`src/rtl/uart_bootloader.sv`:
```
// Serial boot loader: parses the A5/5A framed download stream from the UART receiver,
// writes payload words to memory as a bus master and holds the CPU in reset while loading.
module uart_bootloader #(
  parameter int unsigned TIMEOUT_CYCLES = 6250000,
  parameter bit          HOLD_AT_RESET  = 1'b0
) (
  input  logic        clk,
  input  logic        rst,
  input  logic        rxnew,
  input  logic [7:0]  rxdata,
  output logic [31:0] a,
  output logic [31:0] d,
  output logic        we,
  input  logic        ready,
  output logic        cpu_rst,
  output logic        busy,
  output logic        done,
  output logic        err,
  output logic [1:0]  err_code
);

  typedef enum logic [2:0] {
    SYNC0, SYNC1, ADDR, LEN, DATA, SUM, DRAIN
  } state_t;

  typedef enum logic [1:0] {
    ERR_NONE     = 2'b00,
    ERR_SUM      = 2'b01,
    ERR_TIMEOUT  = 2'b10,
    ERR_OVERRUN  = 2'b11
  } err_t;

  // idle_cnt reads k-1 in the k-th cycle after the last byte, so comparing against
  // TIMEOUT_CYCLES-2 makes the abort visible exactly TIMEOUT_CYCLES cycles after that byte.
  localparam logic [31:0] TIMEOUT_LAST = 32'(TIMEOUT_CYCLES - 2);

  state_t      state;
  logic [31:0] waddr;
  logic [15:0] word_cnt;
  logic [1:0]  byte_idx;
  logic [23:0] shift;
  logic [7:0]  sum;
  logic [31:0] idle_cnt;

  logic write_done;
  logic buf_free;
  logic timeout;

  assign write_done = we && ready;
  // A write retiring this cycle frees the single buffer entry for a word completing now.
  assign buf_free   = !we || ready;
  assign timeout    = (state != SYNC0) && !rxnew && (idle_cnt == TIMEOUT_LAST);
  assign busy       = (state != SYNC0);

  always_ff @(posedge clk) begin
    if (!rst) begin
      // NOTE: reset is synchronous and active-low; it also wins over rxnew so bytes
      // arriving during reset are dropped.
      state    <= SYNC0;
      a        <= '0;
      d        <= '0;
      we       <= 1'b0;
      done     <= 1'b0;
      err      <= 1'b0;
      err_code <= ERR_NONE;
      cpu_rst  <= HOLD_AT_RESET;
      waddr    <= '0;
      word_cnt <= '0;
      byte_idx <= '0;
      shift    <= '0;
      sum      <= '0;
      idle_cnt <= '0;
    end else begin
      // NOTE: all state here uses non-blocking assignments; later assignments in this
      // block deliberately override the defaults just below (e.g. a new word reloads we).
      done <= 1'b0;
      if (write_done) we <= 1'b0;

      if (rxnew || state == SYNC0) idle_cnt <= '0;
      else                         idle_cnt <= idle_cnt + 32'd1;

      if (timeout) begin
        err      <= 1'b1;
        err_code <= ERR_TIMEOUT;
        cpu_rst  <= 1'b0;
        state    <= SYNC0;
      end else if (state == DRAIN) begin
        if (!we) begin
          done    <= 1'b1;
          cpu_rst <= 1'b0;
          state   <= SYNC0;
        end
      end else if (rxnew) begin
        case (state)
          SYNC0: begin
            if (rxdata == 8'hA5) state <= SYNC1;
          end
          SYNC1: begin
            if (rxdata == 8'h5A) begin
              state    <= ADDR;
              cpu_rst  <= 1'b1;
              err      <= 1'b0;
              err_code <= ERR_NONE;
              byte_idx <= '0;
              sum      <= '0;
            end else if (rxdata != 8'hA5) begin
              state <= SYNC0;
            end
          end
          ADDR: begin
            waddr    <= {waddr[23:0], rxdata};
            byte_idx <= byte_idx + 2'd1;
            if (byte_idx == 2'd3) state <= LEN;
          end
          LEN: begin
            word_cnt <= {word_cnt[7:0], rxdata};
            if (byte_idx == 2'd1) begin
              byte_idx <= '0;
              state    <= ({word_cnt[7:0], rxdata} == 16'd0) ? SUM : DATA;
            end else begin
              byte_idx <= byte_idx + 2'd1;
            end
          end
          DATA: begin
            sum      <= sum + rxdata;
            shift    <= {shift[15:0], rxdata};
            byte_idx <= byte_idx + 2'd1;
            if (byte_idx == 2'd3) begin
              if (buf_free) begin
                a        <= waddr;
                d        <= {shift, rxdata};
                we       <= 1'b1;
                waddr    <= waddr + 32'd4;
                word_cnt <= word_cnt - 16'd1;
                if (word_cnt == 16'd1) state <= SUM;
              end else begin
                err      <= 1'b1;
                err_code <= ERR_OVERRUN;
                cpu_rst  <= 1'b0;
                state    <= SYNC0;
              end
            end
          end
          SUM: begin
            if (rxdata == sum) begin
              state <= DRAIN;
            end else begin
              err      <= 1'b1;
              err_code <= ERR_SUM;
              cpu_rst  <= 1'b0;
              state    <= SYNC0;
            end
          end
          default: state <= SYNC0;
        endcase
      end
    end
  end

endmodule

```
`config.mk`:
```
export PLATFORM = sky130hd
export DESIGN_NAME = uart_bootloader
export DESIGN_NICKNAME = d
export VERILOG_FILES = /design/src/rtl/uart_bootloader.sv
export SDC_FILE = /design/constraint.sdc
export NUM_CORES = 1
export LEC_CHECK = 0
export CAP_MARGIN = 40
export CORE_ASPECT_RATIO = 1.2
export CORE_UTILIZATION = 50
export DETAILED_ROUTE_END_ITERATION = 8
export GPL_TIMING_DRIVEN = 0
export PLACE_DENSITY = 0.73
export SKIP_CTS_REPAIR_TIMING = 1
export SYNTH_ARGS = -nofsm -noshare
export SYNTH_HDL_FRONTEND = slang
export SYNTH_SLANG_ARGS = --single-unit
```
`constraint.sdc`:
```
create_clock -name clk -period 2.8 [get_ports clk]
set_input_delay 0.28 -clock clk [delete_from_list [all_inputs] [get_ports clk]]
set_output_delay 0.28 -clock clk [all_outputs]
set_load 0.05 [all_outputs]
```
# [Word level (Yosys, flattened, before mapping)]
# Index checks and enable logic that the tools add are counted.
[totals] register_bits=187 in_bits=12 out_inout_bits=71 elab_cells=146
[classes] n_addsub=5 n_eq_ne=34 n_mux=56 bitwise=3 reduce_logical=33
[ops] operator="32-bit 2-to-1 mux" count=2
[ops] operator="32-bit one-hot mux with 2 select lines" count=1
[ops] operator="3-bit 2-to-1 mux" count=12
[ops] operator="32-bit by 1-bit adder with 32-bit output (second input constant)" count=1
[ops] operator="32-bit by 3-bit adder with 32-bit output (second input constant)" count=1
[ops] operator="32-bit by 23-bit == test with 1-bit output (second input constant)" count=1
[ops] operator="16-bit 2-to-1 mux" count=2
[ops] operator="16-bit one-hot mux with 2 select lines" count=1
[ops] operator="3-bit != test (second input constant)" count=10
[ops] operator="1-bit 2-to-1 mux" count=23
[ops] operator="7-bit AND reduction" count=3
[ops] operator="3-bit one-hot mux with 6 select lines" count=1
[ops] operator="6-bit AND reduction" count=3
[ops] operator="16-bit by 1-bit == test with 1-bit output (second input constant)" count=1
[ops] operator="16-bit zero test" count=1
[ops] operator="2-bit 2-to-1 mux" count=8
[ops] operator="8-bit one-hot mux with 2 select lines" count=1
[ops] operator="16-bit by 1-bit subtractor with 16-bit output (second input constant)" count=1
[ops] operator="2-bit != test (second input constant)" count=7
[ops] operator="2-bit one-hot mux with 3 select lines" count=2
[ops] operator="5-bit AND reduction" count=2
[ops] operator="2-bit nonzero test" count=5
[ops] operator="3-bit == test (second input constant)" count=3
[ops] operator="3-bit nonzero test" count=3
[ops] operator="24 further kinds" count=36

# [Longest topological paths before layout]
[depth] word_depth=8 ltp_mapped=9 ltp_nobuf=7

# [Least setup slack after synthesis]
# OpenSTA, ideal clock, no wires.
[synth_timing] kind="register to register" start="register waddr[2]" end="register waddr[26]" setup_time_ps=119 arrival_time_ps=2139 t_required_ps=2681 setup_slack_ps=542 stages_incl_launch_ff=8 path_buffers=1 synth_period_minus_slack_ps=2258 cell_sequence="dfxtp_1 > ha_1 > nand3_1 > or2_2 > clkbuf_1 > or4_1 > o22a_1 > o221a_2"
[synth_via] elab_chain_cells=4
[synth_lines] item="start: declaration" line_no="38" source="logic [31:0] waddr;"
[synth_lines] item="start signal: assignment" line_no="111" source="waddr <= {waddr[23:0], rxdata};"
[synth_lines] item="start signal: assignment" line_no="133" source="waddr <= waddr + 32'd4;"
[synth_lines] item="32-bit by 3-bit adder with 32-bit output" line_no="133"
[synth_lines] item="32-bit 2-to-1 mux" line_no="129" source="if (buf_free) begin"
[synth_lines] item="32-bit 2-to-1 mux" line_no="128" source="if (byte_idx == 2'd3) begin"
[synth_lines] item="32-bit one-hot mux with 2 select lines" line_no="94" source="case (state)"
# No other way between the ends. The select of a mux whose other input is x is not followed.
# A chain may end at the register's enable or synchronous reset.

# [Final worst setup path]
[layout_timing] start="register state[0]" end="register waddr[7]"
[layout_via] elab_chain_cells=5 word_cells_on_any_way=13 cone_classes="5 x eq/ne; 1 x mux; 2 x bitwise; 5 x reduce/logical"
[layout_lines] item="start: declaration" line_no="37" source="state_t state;"
[layout_lines] item="start signal: assignment" line_no="119" source="state <= ({word_cnt[7:0], rxdata} == 16'd0) ? SUM : DATA;"
[layout_lines] item="parallel branches: the longest is 5 deep, another holds 6-bit AND reduction"
# Parallel ways; which one is timed is not known.

==> run summary <==
switching share of power: 26.7%
Critical Path End Type: flop
Gate power share: 7.2%
initial DRC count: 796
Post-DRT Antenna Nets: 0
internal power: 4.08 mW
Overall Global Routing Usage: 29.6%
pre-CTS WS: -0.331 ns
post-synthesis async set-or-reset flop share: 0%
cell mode on critical path: clkbuf_1
GPL Wtd Cong: 0.945
clock sink count: 187
Pins Over Slew Limit: 0
clock share of power: 44.7%
via density per instance: 6.03
TritonCTS buffer count: 17
area leader, netlist: dfxtp_1
Seq/Total Area, Yosys: 42.2%
slowest stage delay, CP: 0.65 ns
Psw: 1.48 mW
most common cell after layout, fill and taps aside: nand2_1
grt peak-use layer: met2
ranking of synthesized cells by area: dfxtp_1 42%, nand2_1 11%, a21oi_1 8.6%
internal reg-to-reg setup slack: 0.04 ns
CP Cell Sequence: clkbuf_1, nor3b_1, clkbuf_1, clkbuf_1, o21ai_0, a21oi_1, nor2_1
final net count: 1278
cell count of the worst hold path: 3
number of synthesis warnings: 0
Rel. slew slack: 45.2%
Crit-path slowest cell: nor3b_1
Clk Tree Root Cell: clkbuf_16
Critical Path AT: 3.10 ns
setup violators final: 0
met1 Use GR: 36.3%
met3 GRT Util: 5.59%
Die H: 148 microns
fin crit share: 98.6%
Finished Layout Cells: 1482
Syn Nets: 1177
vias: 8940
Mapped Cells: 1148
antenna cells: 0
CP required: 3.14 ns
Final Skew: 0.0131 ns
DP Wirelength: 18600 microns
number of I/O port buffers: 81
die width: 124 microns
Reg power frac: 48.1%
Critical Path Start Type: flop
unrepaired setup endpoints after global routing: no
Initial Util: 50.9%
full die area: 18300 sq um
Clk pin slew, worst setup/hold paths: 0.08 ns
vias in the first global route: 8310
CTS tree: done
Yosys cell types: 71
DRC viols: 0
static leakage: 3.43 nW
placed cells: 1451
Syn-to-layout area delta: 19.6%
depth of the worst register-to-register path: 7
Max Fanout on Critical Path: 10
Hold Crit Endpoint: d[7]
initial antenna violation count: 0
first-pass GRT wire length: 42100 microns
Mapped Avg Cell Area: 7.73 sq um
Post-synth EDFFs: 0
row count: 53
min cycle time layout: 2.76 ns
layout filler cell count: 1644
Syn Std Cell Area: 8870 sq um
#FFs+latches synth: 187
layout cells sized above 1: 5.23%
H-tree depth: 4
Hold Startpoint: rxdata[7]
GR Overflow Total: 0
1st-pass router iterations: 8
worst-skew pair later-pin latency: 0.45 ns
Setup CP Type: reg2reg
Pwr Density: 525 nW/um^2
area share of the largest cell type after synthesis: 42.2%
max-cap violations: 0
Routed wire per std cell: 17.7 microns
reg-to-reg critical path startpoint: state[0]
largest net degree at the start of global routing: 20
Final Hold Violating Endpoints: 0
worst hold margin: 0.320 ns
Max rail drop VDD: 417 uV
num ports: 83
Post-Route WL: 26300 microns
Worst Max-Slew Pin Slew: 0.823 ns
setup TNS: 0 ns
f_max: 362 MHz
Worst Setup Slack, final: 0.0392 ns
clock tree buffer depth: 2
r2r endpoint: waddr[7]
core area: 17400 sq um
most frequent cells in the layout: 255 x nand2_1, 187 x dfxtp_1, 153 x a21oi_1, 80 x nor2_1, 80 x clkdlybuf4s50_1
min-delay worst type: in2reg
met2 usage in global routing: 47.8%
status: finished clean
Top FF cell, synth: dfxtp_1
## logic make-up after synthesis
kind of cell / count (synthesis) / synth area share (%)
fa+ha+maj: 17 / 2.48
compound gates: 297 / 20.7
flops: 187 / 42.2
mux: 5 / 0.564
simple gates: 511 / 26.6
xor+xnor: 33 / 3.26
buf+inv: 98 / 4.20
## stage by stage
step	cell area, sq um	total power, mW	util [%]
detailed placement	9970	3.13	57.2
finish	10600	5.56	60.8
global placement	9960	3.12	57.1
floorplan	8870	2.98	-
CTS	10600	5.58	60.7
global route	10600	5.72	60.8
## power groups by stage
stage	registers, mW	clock network [mW]	logic [mW]
global placement	2.74	0	0.385
floorplan	2.74	0	0.243
global route	2.67	2.62	0.430
detailed placement	2.74	0	0.389
finish	2.67	2.49	0.400
CTS	2.67	2.52	0.391
## worst max-delay path by stage
stage,cells past startpoint,startpoint,endpoint
2_1_floorplan,7,waddr[2],waddr[26]
3_3_place_gp,8,rxnew,d[9]
3_5_place_dp,9,rxnew,d[6]
4_1_cts,8,state[0],waddr[14]
5_1_grt,7,state[0],d[7]
6_report,7,state[0],waddr[7]
## cell usage after synthesis, drive strengths merged (4+ instances only)
cell type	number
o211ai	5
o31a	6
nand3	41
nand2	255
nor4	19
nor2	81
or3	12
and4	10
a22oi	4
and3	6
o22ai	8
a21oi	153
o221a	11
buf	7
nor2b	6
mux2i	5
o2111ai	4
or4	7
a41o	4
nor3	20
dfxtp	187
a31oi	11
o31ai	4
nand2b	6
nand4	24
and2	7
xor2	19
o21ai	41
o21a	5
clkbuf	77
xnor2	14
ha	16
a211oi	6
inv	14
## flip-flops by register name, indices dropped and copies added (netlist names), 2 cells and up
name / count
a: 32
d: 32
idle_cnt: 32
waddr: 32
shift: 24
word_cnt: 16
sum: 8
state: 3
byte_idx: 2
err_code: 2
## critical path: cells and delay by family, from the launching register on
family / cells / cell delay (ns)
AOI/OAI and AO/OA: 2 / 0.37
buffers and inverters: 3 / 1.28
DFF: 1 / 0.30
and+or+nand+nor: 2 / 0.71
## cell type report
| class | count | area, sq um | share of cell area, % |
|---|---|---|---|
| buffer | 83 | 325 | 3.07 |
| multi-input combinational | 863 | 4760 | 44.9 |
| clock buffer | 18 | 439 | 4.14 |
| timing repair buffer | 83 | 830 | 7.82 |
| tap | 220 | 275 | 2.60 |
| sequential | 187 | 3740 | 35.3 |
| clock inverter | 14 | 179 | 1.69 |
| inverter | 14 | 52.6 | 0.495 |
## routing by layer
layer | vias to the layer above | share of wire, %
li1 | 4276 | -
met1 | 4199 | 42
met2 | 373 | 47
met3 | 92 | 6.2
met4 | 0 | 5.0
met5 | - | 0
(Power assumes the default switching activity.)
